--- src/rtl/priority_encoder_rr_pipe_if.sv ---
// Handshake bus for priority_encoder_rr_pipe: request side (in_*) and grant side (out_*).
// Optional feature macro: PENC_MASK_EN adds the req_mask request qualifier.
interface priority_encoder_rr_pipe_if #(
  parameter int unsigned WIDTH = 8
);
  localparam int unsigned IDX_W = $clog2(WIDTH);
  localparam int unsigned CNT_W = $clog2(WIDTH + 1);

  logic             in_valid;
  logic             in_ready;
  logic [WIDTH-1:0] req_vec;
  logic             rr_mode;
`ifdef PENC_MASK_EN
  logic [WIDTH-1:0] req_mask;
`endif
  logic             out_valid;
  logic             out_ready;
  logic [IDX_W-1:0] out_idx;
  logic [WIDTH-1:0] out_onehot;
  logic             out_none;
  logic [CNT_W-1:0] out_count;

  // Environment side: drives requests, consumes grants.
  modport master (
    output in_valid, req_vec, rr_mode, out_ready,
`ifdef PENC_MASK_EN
    output req_mask,
`endif
    input  in_ready, out_valid, out_idx, out_onehot, out_none, out_count
  );

  // Encoder side.
  modport slave (
    input  in_valid, req_vec, rr_mode, out_ready,
`ifdef PENC_MASK_EN
    input  req_mask,
`endif
    output in_ready, out_valid, out_idx, out_onehot, out_none, out_count
  );
endinterface

--- src/rtl/priority_encoder_rr_pipe.sv ---
// Registered N-to-log2(N) priority encoder with valid/ready handshake.
// Fixed (MSB wins) or round-robin grant per accepted vector, plus request popcount.
// Optional feature macro: PENC_MASK_EN (effective vector = req_vec & ~req_mask).
module priority_encoder_rr_pipe #(
  parameter int unsigned WIDTH = 8
) (
  input logic                      clk,
  input logic                      rst_n,
  priority_encoder_rr_pipe_if.slave bus
);
  localparam int unsigned IDX_W = $clog2(WIDTH);
  localparam int unsigned CNT_W = $clog2(WIDTH + 1);

  logic [WIDTH-1:0] eff;
  logic [IDX_W-1:0] fix_idx;
  logic [IDX_W-1:0] rr_idx;
  logic [IDX_W-1:0] grant;
  logic [IDX_W-1:0] ptr;
  logic             any;
  logic [CNT_W-1:0] cnt;
  logic             accept;
  int unsigned      rr_pos;

  logic             valid_q;
  logic [IDX_W-1:0] idx_q;
  logic [WIDTH-1:0] onehot_q;
  logic             none_q;
  logic [CNT_W-1:0] count_q;

  assign accept       = bus.in_valid && bus.in_ready;
  assign bus.in_ready = !valid_q || bus.out_ready;

  // Effective request vector.
  always_comb begin
`ifdef PENC_MASK_EN
    eff = bus.req_vec & ~bus.req_mask;
`else
    eff = bus.req_vec;
`endif
  end

  // Fixed priority: highest set index wins.
  always_comb begin
    fix_idx = '0;
    for (int unsigned i = 0; i < WIDTH; i++) begin
      if (eff[i]) fix_idx = IDX_W'(i);
    end
  end

  // Round-robin: descend from ptr, wrapping 0 -> WIDTH-1; first set bit wins.
  always_comb begin
    rr_idx = '0;
    rr_pos = 0;
    for (int unsigned k = WIDTH; k > 0; k--) begin
      rr_pos = (32'(ptr) + WIDTH - (k - 1)) % WIDTH;
      if (eff[IDX_W'(rr_pos)]) rr_idx = IDX_W'(rr_pos);
    end
  end

  // Popcount and grant selection.
  always_comb begin
    cnt = '0;
    for (int unsigned i = 0; i < WIDTH; i++) begin
      cnt = cnt + CNT_W'(eff[i]);
    end
    any   = |eff;
    grant = bus.rr_mode ? rr_idx : fix_idx;
  end

  // Output registers: load on accept, hold under back-pressure.
  always_ff @(posedge clk or negedge rst_n) begin
    if (!rst_n) begin
      valid_q  <= 1'b0;
      idx_q    <= '0;
      onehot_q <= '0;
      none_q   <= 1'b0;
      count_q  <= '0;
    end else if (accept) begin
      valid_q  <= 1'b1;
      idx_q    <= any ? grant : '0;
      onehot_q <= any ? (WIDTH'(1) << grant) : '0;
      none_q   <= !any;
      count_q  <= cnt;
    end else if (bus.out_ready) begin
      valid_q  <= 1'b0;
    end
  end

  // Round-robin pointer: moves just below the last RR grant; untouched otherwise.
  always_ff @(posedge clk or negedge rst_n) begin
    if (!rst_n) begin
      ptr <= IDX_W'(WIDTH - 1);
    end else if (accept && bus.rr_mode && any) begin
      ptr <= (grant == '0) ? IDX_W'(WIDTH - 1) : grant - IDX_W'(1);
    end
  end

  assign bus.out_valid  = valid_q;
  assign bus.out_idx    = idx_q;
  assign bus.out_onehot = onehot_q;
  assign bus.out_none   = none_q;
  assign bus.out_count  = count_q;
endmodule
--- src/flat_wrapper.sv ---
// flat-port wrapper written by rule: the top's interface ports become plain ports
module priority_encoder_rr_pipe_flat 
#(
  parameter int unsigned WIDTH = 8
)
  (clk, rst_n, bus_in_valid, bus_req_vec, bus_rr_mode, bus_out_ready, bus_in_ready, bus_out_valid, bus_out_idx, bus_out_onehot, bus_out_none, bus_out_count);
  priority_encoder_rr_pipe_if #(.WIDTH(WIDTH)) bus_i ();
  input logic clk;
  input logic rst_n;
  input wire logic [$bits(bus_i.in_valid)-1:0] bus_in_valid;
  input wire logic [$bits(bus_i.req_vec)-1:0] bus_req_vec;
  input wire logic [$bits(bus_i.rr_mode)-1:0] bus_rr_mode;
  input wire logic [$bits(bus_i.out_ready)-1:0] bus_out_ready;
  output wire logic [$bits(bus_i.in_ready)-1:0] bus_in_ready;
  output wire logic [$bits(bus_i.out_valid)-1:0] bus_out_valid;
  output wire logic [$bits(bus_i.out_idx)-1:0] bus_out_idx;
  output wire logic [$bits(bus_i.out_onehot)-1:0] bus_out_onehot;
  output wire logic [$bits(bus_i.out_none)-1:0] bus_out_none;
  output wire logic [$bits(bus_i.out_count)-1:0] bus_out_count;
  assign bus_i.in_valid = bus_in_valid;
  assign bus_i.req_vec = bus_req_vec;
  assign bus_i.rr_mode = bus_rr_mode;
  assign bus_i.out_ready = bus_out_ready;
  assign bus_in_ready = bus_i.in_ready;
  assign bus_out_valid = bus_i.out_valid;
  assign bus_out_idx = bus_i.out_idx;
  assign bus_out_onehot = bus_i.out_onehot;
  assign bus_out_none = bus_i.out_none;
  assign bus_out_count = bus_i.out_count;
  priority_encoder_rr_pipe #(.WIDTH(WIDTH)) u_core (.clk(clk), .rst_n(rst_n), .bus(bus_i));
endmodule
--- config.mk ---
export PLATFORM = sky130hd
export DESIGN_NAME = priority_encoder_rr_pipe_flat
export DESIGN_NICKNAME = d
export VERILOG_FILES = /design/src/rtl/priority_encoder_rr_pipe_if.sv /design/src/rtl/priority_encoder_rr_pipe.sv /design/src/flat_wrapper.sv
export SDC_FILE = /design/constraint.sdc
export NUM_CORES = 1
export LEC_CHECK = 0
export CAP_MARGIN = 20
export CORE_ASPECT_RATIO = 0.75
export CORE_MARGIN = 2
export CORE_UTILIZATION = 57
export CTS_CLUSTER_DIAMETER = 80
export DETAILED_ROUTE_END_ITERATION = 7
export MAX_ROUTING_LAYER = met4
export PLACE_DENSITY = 0.9
export SETUP_SLACK_MARGIN = 0.15
export SYNTH_ARGS = -nofsm -noshare
export SYNTH_HDL_FRONTEND = slang
export SYNTH_SLANG_ARGS = --single-unit
--- constraint.sdc ---
create_clock -name clk -period 5.1 [get_ports clk]
set_input_delay 0.765 -clock clk [delete_from_list [all_inputs] [get_ports clk]]
set_output_delay 0.765 -clock clk [all_outputs]
set_load 0.01 [all_outputs]
After elaboration in Yosys (flattened, before gate mapping)
Cells that the tools add are included.
Widths: inputs -> output; s select.

storage, ports and cells
  register bits = 20
  input port bits = 13
  output and inout bits = 18
  word-level logic and storage cells = 77

operators by class
  add/sub/neg operators = 16
  $lt $le $gt $ge = 8
  shifts and indexed selects = 1
  multiplexer cells = 37
  reductions and logical operators = 9

operators by type and width
  kind                 number
  $mux 3               15
  $lt 3x4->1 const B   8
  $add 4x1->4          6
  $bmux 1 s3           8
  $sub 3x3->3 const B  4
  $mux 1               11
  $mux 8               1
  $reduce_or 8->1      1
  $shl 1x3->8 const A  1
  $sub 3x1->3 const B  2
  $sub 3x2->3 const B  2
  $mux 2               2
  $add 3x1->3 const B  1
  $logic_and 1x1->1    3
  $logic_not 3->1      1
  $add 1x1->2          1
  $logic_not 1->1      2
  $reduce_bool 2->1    1
  $logic_or 1x1->1     1

Depth between registers and ports, before layout
Gate-level depths: netlist of run 1.

  depth after elaboration = 15
  mapped depth = 14
  mapped depth without buffers = 11

Least setup slack after synthesis of run 1
No wires, ideal clock.

  kind = reg2reg
  from = reg u_core.ptr[1]
  to = reg u_core.ptr[1]
  setup time = 87 ps
  data arrival time = 3264 ps
  required time = 5013 ps
  setup slack = 1749 ps
  stages on the path, launching flop included = 15
  path buffers = 3
  period minus slack after synthesis = 3351 ps
  cell sequence = dfstp_2 -> buf_6 -> buf_6 -> inv_1 -> ha_1 -> buf_6 -> mux4_2 -> mux2i_4 -> nor2_1 -> or3_1 -> o31ai_2 -> inv_2 -> ha_1 -> nand2_1 -> o21ai_0

between the ends
  word-level cells in the longest chain between the ends = 15
  elaborated cells on any way between the ends = 36
  those cells by class = add/sub: 9; mux: 26; reduce/logical: 1

ends and longest elaborated chain
  element                                         RTL line                        RTL
  start, declared                                 priority_encoder_rr_pipe.sv:18  logic [IDX_W-1:0] ptr;
  start signal, assigned                          priority_encoder_rr_pipe.sv:92  ptr <= IDX_W'(WIDTH - 1);
  start signal, assigned                          priority_encoder_rr_pipe.sv:94  ptr <= (grant == '0) ? IDX_W'(WIDTH - 1) : grant - IDX_W'(1);
  $add 3x1->3 (*)                                 priority_encoder_rr_pipe.sv:55  rr_pos = (32'(ptr) + WIDTH - (k - 1)) % WIDTH;
  $sub 3x3->3                                     priority_encoder_rr_pipe.sv:55
  $bmux 1 s3                                      priority_encoder_rr_pipe.sv:56  if (eff[IDX_W'(rr_pos)]) rr_idx = IDX_W'(rr_pos);
  $mux 1 (not written as such)                    priority_encoder_rr_pipe.sv:56
  $mux 3 (7 in a row)                             priority_encoder_rr_pipe.sv:56
  $mux 3 (*)                                      priority_encoder_rr_pipe.sv:56
  $mux 3 (*)                                      priority_encoder_rr_pipe.sv:67  grant = bus.rr_mode ? rr_idx : fix_idx;
  $sub 3x1->3 or $logic_not 3->1 (tied branches)  priority_encoder_rr_pipe.sv:94
  $mux 3 (*)                                      priority_encoder_rr_pipe.sv:94

Every way passes the cells marked *; elsewhere a longest branch is shown, timed or not. The select of a mux whose other input is x is not followed.
A chain may end at the register's enable or synchronous reset.

Final worst setup path of run 1
  from = reg u_core.ptr[0]
  to = reg u_core.ptr[1]

Same word-level chain as after synthesis.

==> results.toml, run 1 <==
[timing]
finalCritPeriodShare_pct = 78.95
hold_violations = 0
fin_crit_ps = 4027
worstMarginPinSlew_ps = 890.7
skew_ps = 2.133
finalSetupViolCount = 0
slew_viol_final = 0
maxSlewHeadroom_pct = 40.43
setup-tns-final_ps = 0
fmax_mhz = 248.4
rsz0062_at_grt = "no"

[layout]
nFillCells = 288
final_layout_size_suffix_gt1_share_pct = 17.80
syn_to_final_growth_pct = 16.06
antenna_cells = 0
nets = 261
fin_util_pct = 67.51
finalNonFillerCells = 288

[global_route]
grt-ovfl-total = 0
first_global_vias = 1789
grt_max_degree = 24
antenna_found_initial = 0
grt_pass1_wl_um = 8742
grtUsageTotal_pct = 27.98

[cts]
cts_setup_buffers = 0
root_buffer = "clkbuf_8"
postCtsResizedCells = 0
clock-sinks = 20
cts_htree_levels = 1
worstSkewPairLatency_ps = 260
numCtsBuffers = 3
cts_tree = "done"
ctsLongestPathBuffers = 2
hold_buffers = 0
clkTransAtPathRegs_ps = 70

[worst_setup_path]
r2r_slack_ps = 1070
cp.buffers_inverters = 2
crit_type = "register to register"
crit_slowest_cell = "dfstp_2"
r2r_start = "u_core.ptr[0]"
path_common_cell = "ha_1"
cpPeakStageDelay_ps = 850
critPathLaunchType = "register"
cp_max_fo = 23
worstPathRequired_ps = 5280
timing.rr.end = "u_core.ptr[1]"
crit_cells = 11
reg2reg_depth = 11
cp.arrival_ps = 4210
worst_path_dominant_cell_family = "adder cells"
path_cells = "inv_1, ha_1, mux4_2, mux2i_4, nor2_1, or3_1, o31ai_2, inv_2, ha_1, nand2_1, o21ai_0"
end_kind = "register"

[placed_design]
port_buffers = 30
hpwl_um = 3874
gp_congestion = 1.021
dp.cells = 284

[floorplan]
initial_utilization_pct = 58.17
core_area_um2 = 3590
dieArea_um2 = 4169
chipWidth_um = 73.89
die_h_um = 56.42
num_rows = 19
io-pin-count = 31

[synth]
yosys-top-cells-area = "dfrtp_1, mux4_2, mux2_2, nand2_1, ha_1"
ys_warn_count = 0
async_flop_share_pct = 100.0
synth-seq-area-share_pct = 24.15
syn_nets = 240
yosysUniqueCellTypes = 59
yosysTopAreaCell = "dfrtp_1"
synth-main-ff-cell = "dfrtp_1"
synth_top_area_share_pct = 20.37
syn_area_um2 = 2088
synth_seq_cells = 20
synth-edff-count = 0
synth_area_per_cell_um2 = 9.668
synthCells = 216

[hold_path]
min_from = "u_core.bus.out_onehot[2]"
holdPathEnd = "u_core.bus.out_onehot[2]"
holdCritPathClass = "register to register"
min_path_cells = 2

[pwr]
cellLeakagePower_nw = 1.013
p_per_area_nw_per_um2 = 686.6
vdd_ir_drop_max_mv = 0.2914

[status]
status = "finished, final reports clean"

[run]
drv_cap = 0

[detailed_routing]
firstDrtPassIters = 4
vias_per_cell = 6.358
drt-total-wl_um = 5148
antenna_left = 0
drc = 0
wl_per_cell_um = 17.88
vias = 1831
first_iter_violations = 183
area by class of cell:
type / instances / area (um2) / area share, %
Multi-Input combinational cell: 161 / 1420 / 58.60
Sequential cell: 20 / 504.2 / 20.81
Timing Repair Buffer: 30 / 300.3 / 12.39
Inverter: 21 / 78.83 / 3.252
Tap cell: 52 / 65.06 / 2.685
Clock buffer: 4 / 55.05 / 2.272
worst max path at each step:
stage                              start                        to
after floorplan            u_core.ptr[1]             u_core.ptr[1]
after global placement    bus_req_vec[1]   u_core.bus.out_count[1]
after detailed placement   u_core.ptr[0]  u_core.bus.out_onehot[5]
after CTS                  u_core.ptr[0]             u_core.ptr[1]
after global routing       u_core.ptr[0]             u_core.ptr[1]
final                      u_core.ptr[0]             u_core.ptr[1]
worst reg2reg max path, stage by stage, from the launching register on:
cell and delay, ps:
dfstp_2 850, inv_1 220, ha_1 640, mux4_2 630, mux2i_4 230, nor2_1 60, or3_1 400, o31ai_2 350
inv_2 130, ha_1 300, nand2_1 50, o21ai_0 70
sequential cells by signal (all words and copies together), names as in the netlist:
| name | cells |
|---|---|
| u_core.bus.out_valid | 1 |
| u_core.bus.out_count | 4 |
| u_core.bus.out_onehot | 8 |
| u_core.bus.out_none | 1 |
| u_core.ptr | 3 |
| u_core.bus.out_idx | 3 |
where the power goes:
| group | switching, mW | internal (mW) |
|---|---|---|
| Clock | 0.0520 | 0.0687 |
| Sequential | 0.111 | 0.228 |
| Combinational | 0.631 | 0.574 |
cells in the final DEF (no fill, tap or decap), types with 2 or more instances in the layout:
| cell type | instances |
|---|---|
| clkdlybuf4s50_1 | 30 |
| nand2_1 | 26 |
| inv_1 | 19 |
| dfrtp_1 | 17 |
| nor2_1 | 12 |
| o21ai_0 | 12 |
| mux4_2 | 11 |
| mux2_2 | 9 |
| mux2i_1 | 8 |
| a21oi_1 | 8 |
| ha_1 | 7 |
| o31ai_1 | 6 |
| or3_1 | 4 |
| nand2b_1 | 4 |
| fa_1 | 4 |
| clkbuf_8 | 4 |
| mux2_1 | 3 |
| a31oi_1 | 3 |
| dfstp_2 | 3 |
| xor2_2 | 2 |
| xnor2_1 | 2 |
| xor2_1 | 2 |
| o22ai_1 | 2 |
| inv_2 | 2 |
| nand3_1 | 2 |
| nor4_1 | 2 |
| a22o_1 | 2 |
| o21ai_1 | 2 |
synth_stat cells (2+ instances only):
master / number
mux2_2: 9
fa_1: 4
buf_2: 5
ha_1: 7
nand3_1: 2
inv_2: 2
mux2i_1: 8
nor2_1: 12
xor2_1: 2
dfrtp_1: 17
o31ai_1: 6
buf_6: 3
inv_1: 19
o22ai_1: 2
o21ai_0: 12
dfstp_2: 3
nand2_1: 26
xnor2_1: 2
or3_1: 4
mux2_1: 3
o21ai_1: 2
a22o_1: 2
a31oi_1: 3
nor4_1: 2
nand2b_1: 4
a21oi_1: 8
mux4_2: 11
clkbuf_1: 4
xor2_2: 2
metrics by stage:
step / setup slack, ps / area (um2) / hold slack (ps) / power [mW]
floorplan: 1749 / 2088 / 469.4 / 1.248
global placement: 1205 / 2369 / 462.4 / 1.488
detailed placement: 1104 / 2369 / 475.1 / 1.518
CTS: 1086 / 2424 / 492.3 / 1.644
global route: 799.5 / 2424 / 522.5 / 1.788
finish: 1073 / 2424 / 484.5 / 1.664
routing by layer:
layer | vias to the layer above | routed length, um | GRT usage (%)
li1 | 829 | - | -
met2 | 100 | 2344 | 40.18
met3 | 7 | 493 | 6.104
met5 | - | 0 | -
met4 | 0 | 52 | 5.974
met1 | 895 | 2259 | 41.01
cells by family (layout without fill, tap and decap cells):
family                   after synthesis  in the layout  share of synthesized area [%]
adder cells (fa/ha/maj)               11             11                          8.029
buffers and inverters                 35             55                          7.849
XOR/XNOR                               6              6                          3.236
multiplexers                          34             34                          25.22
AO/OA/AOI/OAI                         54             54                          19.17
flip-flops                            20             20                          24.15
AND/OR/NAND/NOR                       56             56                          12.34
(Power assumes the default switching activity.)
==> run 2: changes to the inputs <==
- CORE_UTILIZATION: 57 -> 50
- PLACE_DENSITY: 0.9 -> 0.84
- clock period: 5.1 -> 3.5 ns (I/O delays scaled with it)
==> run 2 against run 1 <==
Net effect: first-iteration DRC count is 10% lower; clock-buffer cell count stayed put; critical endpoint is now u_core.ptr[2]; sequential share of layout area is 1.2 points lower.
==> results.toml, run 2 (same netlist as run 1, synthesis figures left out) <==
[global_route]
grt-ovfl-total = 0
antenna_found_initial = 0
grt_pass1_wl_um = 8010
grtUsageTotal_pct = 22.64
first_global_vias = 1604
grt_max_degree = 23

[floorplan]
initial_utilization_pct = 51.83
chipWidth_um = 78.63
core_area_um2 = 4029
io-pin-count = 31
die_h_um = 59.97
num_rows = 20
dieArea_um2 = 4715

[timing]
maxSlewHeadroom_pct = 43.24
rsz0062_at_grt = "no"
setup-tns-final_ps = 0
fmax_mhz = 313.5
hold_violations = 0
fin_crit_ps = 3190
skew_ps = 1.677
slew_viol_final = 0
finalSetupViolCount = 0
finalCritPeriodShare_pct = 91.15
worstMarginPinSlew_ps = 848.7

[layout]
syn_to_final_growth_pct = 22.89
finalNonFillerCells = 308
antenna_cells = 0
nFillCells = 335
final_cell_mix = "clkdlybuf4s50_1, nand2_1, inv_1, buf_4, dfrtp_1"
final_common_cell = "clkdlybuf4s50_1"
final_layout_size_suffix_gt1_share_pct = 23.32
nets = 278
largest_reg_flops = 8
fin_area_um2 = 2566

[detailed_routing]
first_iter_violations = 164
vias_per_cell = 5.896
firstDrtPassIters = 4
vias = 1816
antenna_left = 0
wl_per_cell_um = 15.94
drt-total-wl_um = 4910
drc = 0

[cts]
clock-sinks = 20
numCtsBuffers = 3
clkTransAtPathRegs_ps = 70
hold_buffers = 0
worstSkewPairLatency_ps = 250
root_buffer = "clkbuf_8"
cts_htree_levels = 1
ctsLongestPathBuffers = 2
cts_tree = "done"

[placed_design]
port_buffers = 30
hpwl_um = 3793
dpl-instance-area_um2 = 2492
gp_congestion = 0.9574
dp.cells = 303

[pwr]
p_per_area_nw_per_um2 = 987.5
vdd_ir_drop_max_mv = 0.4165
cellLeakagePower_nw = 1.091

[worst_setup_path]
timing.rr.end = "u_core.ptr[2]"
setup.worst_path.start = "u_core.ptr[0]"
end_kind = "register"
r2r_start = "u_core.ptr[0]"
crit_type = "register to register"
critPathLaunchType = "register"
reg2reg_depth = 9
cp_max_fo = 9
worstPathRequired_ps = 3680
cp.arrival_ps = 3370
r2r_slack_ps = 310
crit_path_end = "u_core.ptr[2]"

[hold_path]
holdCritPathClass = "register to register"

[run]
drv_cap = 0

[status]
status = "finished, final reports clean"
==> run 2: changes by cell type in the layout (fill, tap and decap cells not counted) <==
cell | before | now
ha_1 | 7 | 6
o21ai_1 | 2 | 3
o31ai_2 | 1 | 0
buf_4 | 0 | 17
ha_4 | 0 | 1
o21ai_0 | 12 | 11
o31ai_4 | 1 | 2
clkbuf_8 | 4 | 3
clkbuf_1 | 0 | 1
==> run 2: stage by stage <==
| step | hold WS (ps) | worst slack (ps) | total power, mW | util [%] |
|---|---|---|---|---|
| 2_1_floorplan | 229.4 | 211.8 | 1.818 | - |
| 3_3_place_gp | 464.0 | 90.54 | 2.243 | 61.86 |
| 3_5_place_dp | 473.0 | 27.62 | 2.280 | 61.86 |
| 4_1_cts | 488.8 | 169.8 | 2.446 | 63.04 |
| 5_1_grt | 507.7 | 156.2 | 2.707 | 63.70 |
| 6_report | 484.4 | 309.7 | 2.534 | 63.70 |
==> run 2: worst min path at each step <==
| stage | startpoint | end | slack [ps] | cells past startpoint |
|---|---|---|---|---|
| 2_1_floorplan | rst_n | u_core.bus.out_count[0] | 230 | 0 |
| 3_3_place_gp | u_core.bus.out_idx[2] | u_core.bus.out_idx[2] | 460 | 2 |
| 3_5_place_dp | u_core.bus.out_count[2] | u_core.bus.out_count[2] | 470 | 2 |
| 4_1_cts | u_core.bus.out_count[2] | u_core.bus.out_count[2] | 490 | 2 |
| 5_1_grt | u_core.bus.out_onehot[7] | u_core.bus.out_onehot[7] | 510 | 2 |
| 6_report | u_core.bus.out_onehot[0] | u_core.bus.out_onehot[0] | 480 | 2 |
==> run 2: worst max-delay path, cell delays in order, from the launching register on <==
cell and delay (ps):
dfstp_2 530, inv_1 120, ha_4 370, mux2_2 390
mux4_2 490, and3_1 200, o31ai_1 340, o31ai_4 150
or3_1 360, a31oi_1 170
==> run 2: what timing repair did <==
| action | in CTS | in global routing |
|---|---|---|
| gates resized for setup | 1 | 3 |
| setup buffers | 0 | 1 |
| setup endpoints to repair | 7 | 11 |
| pin swaps | 0 | 1 |
==> run 2: power by group <==
part / leakage (nW) / internal [mW] / total, mW / switching, mW
Clock: 0.0228 / 0.0808 / 0.151 / 0.0704
Sequential: 0.248 / 0.330 / 0.421 / 0.0916
Combinational: 0.820 / 0.957 / 1.96 / 1.00
==> run 2: final cells by class <==
cell class | instances | area [um2] | share of cell area (%)
multi-input combinational | 161 | 1441 | 56.17
timing repair buffer | 47 | 427.9 | 16.67
inverter | 21 | 78.83 | 3.072
tap | 55 | 68.82 | 2.682
sequential | 20 | 504.2 | 19.65
clock buffer | 4 | 45.04 | 1.755
==> run 2: routing by layer <==
layer	share of wire, %	vias up	global-route usage [%]
li1	-	863	-
met1	49	895	34.34
met2	45	56	32.36
met3	6.3	2	4.985
met4	0.18	0	1.754
met5	0	-	-
